`src/rtl/coin_acceptor_frontend.sv`:
```
// Coin-slot front end: sync + debounce two sensors, queue coins, pace credit pulses.
// Ports: clk, reset (async active-low), raw_coin5/raw_coin10 (async sensors), accept_en (consumer ready);
//        coin5/coin10/reject single-cycle pulses, fifo_full/fifo_count registered queue status.
module coin_acceptor_frontend #(
   parameter int DEBOUNCE_CYCLES = 4,
   parameter int FIFO_DEPTH      = 4,
   parameter int COUNT_W         = 3,
   parameter int GAP_CYCLES      = 1
) (
   input  logic               clk,
   input  logic               reset,
   input  logic               raw_coin5,
   input  logic               raw_coin10,
   input  logic               accept_en,
   output logic               coin5,
   output logic               coin10,
   output logic               reject,
   output logic               fifo_full,
   output logic [COUNT_W-1:0] fifo_count
);

   localparam int DB_W = (DEBOUNCE_CYCLES > 2) ? $clog2(DEBOUNCE_CYCLES) : 1;
   localparam int AW   = (FIFO_DEPTH > 2) ? $clog2(FIFO_DEPTH) : 1;
   localparam int GW   = (GAP_CYCLES > 2) ? $clog2(GAP_CYCLES) : 1;

   typedef enum logic [1:0] {IDLE, PULSE, GAP} state_t;

   // Channel index 0 = coin5, 1 = coin10 throughout.
   logic [1:0]            meta;
   logic [1:0]            sync;
   logic [1:0]            deb;
   logic [1:0]            deb_prev;
   logic [1:0]            evt;
   logic [1:0][DB_W-1:0]  db_cnt;

   logic [FIFO_DEPTH-1:0] mem;
   logic [AW-1:0]         wr_ptr;
   logic [AW-1:0]         rd_ptr;
   logic [COUNT_W-1:0]    count_next;
   logic                  pulse_bit;
   logic [GW-1:0]         gap_cnt;

   state_t state;
   state_t state_next;
   logic   push;
   logic   pop;
   logic   reject_next;
   logic   gap_last;
   logic   can_pop;

   // Synchroniser, debounce and rising-edge event detection.
   always_ff @(posedge clk or negedge reset) begin
      if (!reset) begin
         meta     <= '0;
         sync     <= '0;
         deb      <= '0;
         deb_prev <= '0;
         evt      <= '0;
         db_cnt   <= '0;
      end else begin
         meta     <= {raw_coin10, raw_coin5};
         sync     <= meta;
         deb_prev <= deb;
         evt      <= deb & ~deb_prev;
         for (int ch = 0; ch < 2; ch++) begin
            if (sync[ch] == deb[ch]) begin
               db_cnt[ch] <= '0;
            end else if (db_cnt[ch] == DB_W'(DEBOUNCE_CYCLES - 1)) begin
               // This is the DEBOUNCE_CYCLES-th consecutive mismatching cycle.
               deb[ch]    <= sync[ch];
               db_cnt[ch] <= '0;
            end else begin
               db_cnt[ch] <= db_cnt[ch] + 1'b1;
            end
         end
      end
   end

   // Push / reject decision; fullness is the registered value, i.e. before any same-cycle pop.
   always_comb begin
      push        = (evt[0] ^ evt[1]) & ~fifo_full;
      reject_next = (evt[0] & evt[1]) | ((evt[0] ^ evt[1]) & fifo_full);
      count_next  = fifo_count;
      if (push && !pop) begin
         count_next = fifo_count + COUNT_W'(1);
      end else if (pop && !push) begin
         count_next = fifo_count - COUNT_W'(1);
      end
   end

   always_ff @(posedge clk or negedge reset) begin
      if (!reset) begin
         mem        <= '0;
         wr_ptr     <= '0;
         rd_ptr     <= '0;
         fifo_count <= '0;
         fifo_full  <= 1'b0;
         reject     <= 1'b0;
         pulse_bit  <= 1'b0;
      end else begin
         reject     <= reject_next;
         fifo_count <= count_next;
         fifo_full  <= (count_next == COUNT_W'(FIFO_DEPTH));
         if (push) begin
            mem[wr_ptr] <= evt[1];
            wr_ptr      <= wr_ptr + 1'b1;
         end
         if (pop) begin
            pulse_bit <= mem[rd_ptr];
            rd_ptr    <= rd_ptr + 1'b1;
         end
      end
   end

   // Output pacing FSM.
   always_ff @(posedge clk or negedge reset) begin
      if (!reset) begin
         state   <= IDLE;
         gap_cnt <= '0;
      end else begin
         state <= state_next;
         if (state == GAP && !gap_last) begin
            gap_cnt <= gap_cnt + 1'b1;
         end else begin
            gap_cnt <= '0;
         end
      end
   end

   always_comb begin
      state_next = state;
      pop        = 1'b0;
      coin5      = 1'b0;
      coin10     = 1'b0;
      can_pop    = (fifo_count != '0) && accept_en;
      gap_last   = (gap_cnt == GW'(GAP_CYCLES - 1));
      case (state)
         IDLE: begin
            if (can_pop) begin
               pop        = 1'b1;
               state_next = PULSE;
            end
         end
         PULSE: begin
            // Outputs decode straight from state so a reset kills the pulse at once.
            coin5      = ~pulse_bit;
            coin10     = pulse_bit;
            state_next = GAP;
         end
         GAP: begin
            // The last gap cycle also makes the idle decision, so back-to-back
            // credits land exactly GAP_CYCLES+1 cycles apart.
            if (gap_last) begin
               if (can_pop) begin
                  pop        = 1'b1;
                  state_next = PULSE;
               end else begin
                  state_next = IDLE;
               end
            end
         end
         default: state_next = IDLE;
      endcase
   end

endmodule
```
`config.mk`:
```
export PLATFORM = sky130hd
export DESIGN_NAME = coin_acceptor_frontend
export DESIGN_NICKNAME = d
export VERILOG_FILES = /design/src/rtl/coin_acceptor_frontend.sv
export SDC_FILE = /design/constraint.sdc
export NUM_CORES = 1
export LEC_CHECK = 0
export BUFFER_PORTS_ARGS = -buffer_cell sky130_fd_sc_hd__buf_4
export CORE_MARGIN = 5
export CORE_UTILIZATION = 41
export CTS_CLUSTER_SIZE = 30
export DETAILED_ROUTE_END_ITERATION = 6
export GPL_TIMING_DRIVEN = 0
export PLACE_DENSITY = 0.64
export SLEW_MARGIN = 10
export SYNTH_ARGS = -nofsm -noshare
export SYNTH_HDL_FRONTEND = slang
export SYNTH_SLANG_ARGS = --single-unit
```
`constraint.sdc`:
```
create_clock -name clk -period 1.85 [get_ports clk]
set_clock_uncertainty 0.05 [all_clocks]
set_input_delay 0.37 -clock clk [delete_from_list [all_inputs] [get_ports clk]]
set_output_delay 0.37 -clock clk [all_outputs]
set_load 0.01 [all_outputs]
```
==> metrics, run 1 <==
Synth-to-Final Area Change=19.4%; Routability Congestion=0.745; area of the core=3050 µm²; commonest non-fill, non-tap cell in the layout=dfrtp_1; Die Y=66.3 µm; Max Fclk=566 MHz; initial core utilization=42.5%; Final setup viols=0; average size of a mapped cell=13.7 µm²; diode count=0; fin. max-slew vios=0; synthesized area=1300 µm²; DR pass1 iterations=3; Clock Tree Root=clkbuf_4; Cells after Synth=95; CP arrival=1970 ps; Final Hold Violating Endpoints=0; drt drc=0; Ys Warns=0; WHS=91.4 ps; via count=735; RSZ-0062 raised after global routing=false; Buf/Inv on CP=1; P_leak=0.759 nW; Sequential Area=776 µm²; initial antenna violation count=0; type of origin of the critical path=flop; Ports=12; Power Total=0.00263 W; crit path max fanout=6; critical path endpoint category=flop; vias in the first global route=804; gr ovfl total=0; routed vias/inst=4.45; slowest library cell on the worst path=dfrtp_1; Worst-Skew Late Latency=330 ps; number of fill cells=294; Initial DRC Count=6; post-synthesis sequential area ratio=59.8%; Post-Synthesis Net Count=110; area of the multi-input gates=497 µm²; Final ANT Viol Nets=0; Final min period=1770 ps; clock buffer depth=2; clk slew on worst S/H paths=100 ps; DRT Wirelength=1860 µm; die area=4390 µm²; first-pass GRT wire length=3420 µm; drt wl/cell=11.2 µm; outcome=finished, final reports clean; Final WS setup=83.9 ps; Worst IR Drop VDD=0.841 mV; flop and latch count out of synthesis=31; H-tree lvl count=2; max_cap viols=0; GRT Util Overall=10.8%; largest net degree at the start of global routing=32; Final #Nets=135; final total negative setup slack=0 ps; Setup Slack @ Placement=4.31 ps; largest stage delay on the critical path=380 ps; family with the most delay on the worst path=adder cells; fin util=50.7%; Buffers on Ports=11; Synth cell types=23; PD cells=1700 nW/µm²; post-DP HPWL=1290 µm; CP Cell Sequence=inv_1 > ha_1 > nand2b_2 > nand4b_4 > maj3_2 > a22o_1 > nor3b_2; share of layout cells above drive strength 1=31.4%; standard-cell rows=20; Critical Setup Path Class=flop to flop; fin crit share=95.5%; CTS sink cnt=31; WP data required=2060 ps; Hold/Removal Path Class=input pin to flop; most frequent cells in the layout=dfrtp_1, buf_4, ha_1; Horiz. Die Dim=66.3 µm; CTS tree=built; number of CTS-inserted buffers=5
metal layers:
metal	share of wire, %	GRT usage, %
met5	0	0
met4	3.1	7.61
met3	5.1	4.08
met2	49	18.2
met1	43	10.8
through the flow:
stage,cells,instance area [µm²]
after floorplan,95,1300
after global placement,150,1440
after detailed placement,150,1440
after CTS,160,1510
after global routing,165,1550
final,165,1550
registers in the layout (all words and copies together) (netlist names):
register	count
reject	1
fifo_full	1
pulse_bit	1
rd_ptr	2
wr_ptr	2
sync	2
evt	2
mem	4
deb_prev	2
gap_cnt	1
deb	2
fifo_count	3
meta	2
db_cnt	4
state	2
cells by family (layout without fill, tap and decap cells):
kind of cell	count (synthesis)	in the layout	share of synthesized area, %
multiplexers	9	9	8.58
XOR/XNOR	8	8	5.40
AO/OA/AOI/OAI	6	6	2.80
adder cells (fa/ha/maj)	11	11	10.5
flip-flops	31	31	59.8
other	1	1	0.289
AND/OR/NAND/NOR	22	22	10.5
buffers and inverters	7	33	2.12
synthesized netlist by cell type:
library cell	number	share of area, %
a21o_1	1	0.58
a21oi_1	1	0.39
a22o_1	1	0.68
buf_2	1	0.39
conb_1	1	0.29
dfrtp_1	31	60
ha_1	10	9.6
inv_1	6	1.7
maj3_2	1	0.87
mux2_2	7	6.1
mux2i_1	1	0.77
mux4_2	1	1.7
nand2_1	8	2.3
nand2b_1	2	0.96
nand2b_2	1	0.68
nand4b_4	1	1.8
nor2_1	2	0.58
nor2b_1	5	2.4
nor3_1	2	0.77
nor3b_2	1	0.96
o21ai_0	3	1.2
xnor2_1	7	4.7
xor2_1	1	0.68
cell type report:
| class | instances | share of cell area, % |
|---|---|---|
| repair buffers | 18 | 8.89 |
| clock buffers | 6 | 2.67 |
| flip-flops and latches | 31 | 50.1 |
| inverters | 6 | 1.45 |
| multi-input cells | 57 | 32.1 |
| plain buffers | 1 | 0.485 |
| well taps | 44 | 3.55 |
| clock inverters | 2 | 0.808 |
what timing repair did:
item / CTS / global route
endpoints found under the hold margin: 31 / 0
resized for setup: 1 / 1
hold buffers: 1 / 0
cloned: 0 / 0
buffers inserted: 1 / 5
pin swaps: 0 / 1
endpoints found under the setup margin: 1 / 1
report_power, final:
part | internal (W) | total (W) | leakage, nW | switching [W]
Sequential | 0.000948 | 0.00111 | 0.384 | 0.000164
Clock | 0.000146 | 0.000368 | 0.0282 | 0.000222
Combinational | 0.000634 | 0.00115 | 0.346 | 0.000519
Total | 0.00173 | 0.00263 | 0.759 | 0.000904
worst reg2reg max path, stage by stage, from the launching register on:
cell and delay (ps):
dfrtp_1 380, inv_1 90, ha_1 220, nand2b_2 90, nand4b_4 140, maj3_2 320, a22o_1 260, nor3b_2 150
worst paths after layout:
path                                          from                    end  slack [ps]  depth (start not counted)
min in group asynchronous                    reset  wr_ptr[0]$_DFFE_PN0P_         460                          2
max reg2reg                fifo_count[0]$_DFF_PN0_    fifo_full$_DFF_PN0_          80                          7
max in group asynchronous                    reset  rd_ptr[0]$_DFFE_PN0P_        1020                          2
min reg2reg                      meta[0]$_DFF_PN0_      sync[0]$_DFF_PN0_         310                          0
min                                      raw_coin5      meta[0]$_DFF_PN0_          90                          1
max                        fifo_count[0]$_DFF_PN0_    fifo_full$_DFF_PN0_          80                          7
Power figures use the tool's default switching activity.
==> run 2, diff against run 1 <==
==> constraint.sdc (replaced) <==
create_clock -name clk -period 2 [get_ports clk]
set_clock_uncertainty 0.05 [all_clocks]
set_input_delay 0.4 -clock clk [delete_from_list [all_inputs] [get_ports clk]]
set_output_delay 0.4 -clock clk [all_outputs]
set_load 0.01 [all_outputs]
==> metrics, run 2 (synthesis results as in run 1) <==
share of layout cells above drive strength 1=27.0% (was 31.4%); RSZ-0062 raised after global routing=false (unchanged); routed vias/inst=4.53 (was 4.45); Ports=12 (unchanged); commonest non-fill, non-tap cell in the layout=dfrtp_1 (unchanged); number of CTS-inserted buffers=5 (unchanged); Placed Area=1440 µm² (unchanged); post-DP HPWL=1290 µm (unchanged); drt drc=0 (unchanged); die area=4390 µm² (unchanged); type of origin of the critical path=flop (unchanged); gr ovfl total=0 (unchanged); Critical Setup Path Class=flop to flop (unchanged); most frequent cells in the layout=dfrtp_1, buf_4, ha_1 (unchanged); CTS tree=built (unchanged); placed insts=150 (unchanged); H-tree lvl count=2 (unchanged); Final setup viols=0 (unchanged); GRT Util Overall=10.6% (was 10.8%); Horiz. Die Dim=66.3 µm (unchanged); Clock Tree Root=clkbuf_4 (unchanged); initial core utilization=42.5% (unchanged); drt wl/cell=11.3 µm (was 11.2 µm); CP arrival=2050 ps (was 1970 ps); clk slew on worst S/H paths=90 ps (was 100 ps); P_leak=0.728 nW (was 0.759 nW); number of fill cells=298 (was 294); Die Y=66.3 µm (unchanged); Worst-Skew Late Latency=320 ps (was 330 ps); Synth-to-Final Area Change=15.5% (was 19.4%); fin. max-slew vios=0 (unchanged); WHS=121 ps (was 91.4 ps); fin cells=159 (was 165); Final #Nets=129 (was 135); Initial DRC Count=11 (was 6); Routability Congestion=0.745 (unchanged); PD cells=1560 nW/µm² (was 1700 nW/µm²); Final Instance Area=1500 µm² (was 1550 µm²); Final ANT Viol Nets=0 (unchanged); fin crit share=92.3% (was 95.5%); CTS sink cnt=31 (unchanged); DR pass1 iterations=4 (was 3); max_cap viols=0 (unchanged); Worst IR Drop VDD=0.758 mV (was 0.841 mV); Final Hold Violating Endpoints=0 (unchanged); DRT Wirelength=1790 µm (was 1860 µm); first-pass GRT wire length=3330 µm (was 3420 µm); top flop regs=db_cnt: 4 flops, mem: 4 flops, fifo_count: 3 flops (unchanged); Final min period=1850 ps (was 1770 ps); crit path max fanout=10 (was 6); via count=720 (was 735); clock buffer depth=2 (unchanged); Buffers on Ports=11 (unchanged); Max Fclk=542 MHz (was 566 MHz); WP data required=2210 ps (was 2060 ps); initial antenna violation count=0 (unchanged); largest net degree at the start of global routing=32 (unchanged); critical path endpoint category=flop (unchanged); final total negative setup slack=0 ps (unchanged); Gates resized, CTS repair=0 (was 1); diode count=0 (unchanged); standard-cell rows=20 (unchanged); area of the core=3050 µm² (unchanged); Hold/Removal Path Class=input pin to flop (unchanged); outcome=finished, final reports clean (unchanged); vias in the first global route=797 (was 804)
[run 2: cell types whose count changed in the layout (fill, tap and decap cells not counted), sizes merged]
cell	change
buf	-6
[run 2: final timing paths]
kind	start	endpoint	slack [ps]	cells past startpoint
worst min register to register	meta[0]$_DFF_PN0_	sync[0]$_DFF_PN0_	310	0
max in group asynchronous	reset	rd_ptr[0]$_DFFE_PN0P_	1140	2
min in group asynchronous	reset	wr_ptr[0]$_DFFE_PN0P_	490	2
worst max register to register	evt[1]$_DFF_PN0_	fifo_full$_DFF_PN0_	150	6
worst min-delay path	raw_coin10	meta[1]$_DFF_PN0_	120	1
worst max-delay path	evt[1]$_DFF_PN0_	fifo_full$_DFF_PN0_	150	6
[run 2: final cells by class]
type	count	area, µm²	area share, %
Sequential cell	31	776	51.8
Multi-Input combinational cell	57	494	33.0
Timing Repair Buffer	12	92.6	6.18
Tap cell	44	55.1	3.67
Clock buffer	6	41.3	2.75
Inverter	6	22.5	1.50
Clock inverter	2	12.5	0.835
Buffer	1	5.00	0.334
[run 2: metal layers]
layer | global-route usage [%] | up-vias | wire length [µm]
met4 | 7.61 | 0 | 63
met2 | 17.8 | 13 | 857
met3 | 4.08 | 6 | 94
met1 | 10.4 | 356 | 777
li1 | - | 345 | -
met5 | 0 | - | 0
[run 2: worst max-delay path, stage by stage (launching register included)]
cell	delay, ps
dfrtp_1	430
ha_1	310
nor2b_1	250
buf_2	260
a21oi_1	90
a22o_1	230
nor3b_2	150
[run 2: power breakdown]
| part | switching, W | internal (W) | total (W) | leakage [nW] |
|---|---|---|---|---|
| clock | 0.000201 | 0.000135 | 0.000336 | 0.0282 |
| sequential | 0.000163 | 0.000877 | 0.00104 | 0.384 |
| combinational | 0.000448 | 0.000509 | 0.000957 | 0.316 |
[run 2: timing repair]
item | 4_1_cts | 5_1_grt
hold buffers | 1 | 0
endpoints found under the hold margin | 31 | 0
buffers inserted | 0 | 0
[run 2: through the flow]
step                      total power (W)  worst slack (ps)  utilization, %
after global routing              0.00256              11.0            49.1
after detailed placement          0.00203               154            47.0
after floorplan                   0.00176               260               -
final                             0.00233               155            49.1
after CTS                         0.00238               131            49.1
after global placement            0.00198               181            47.0
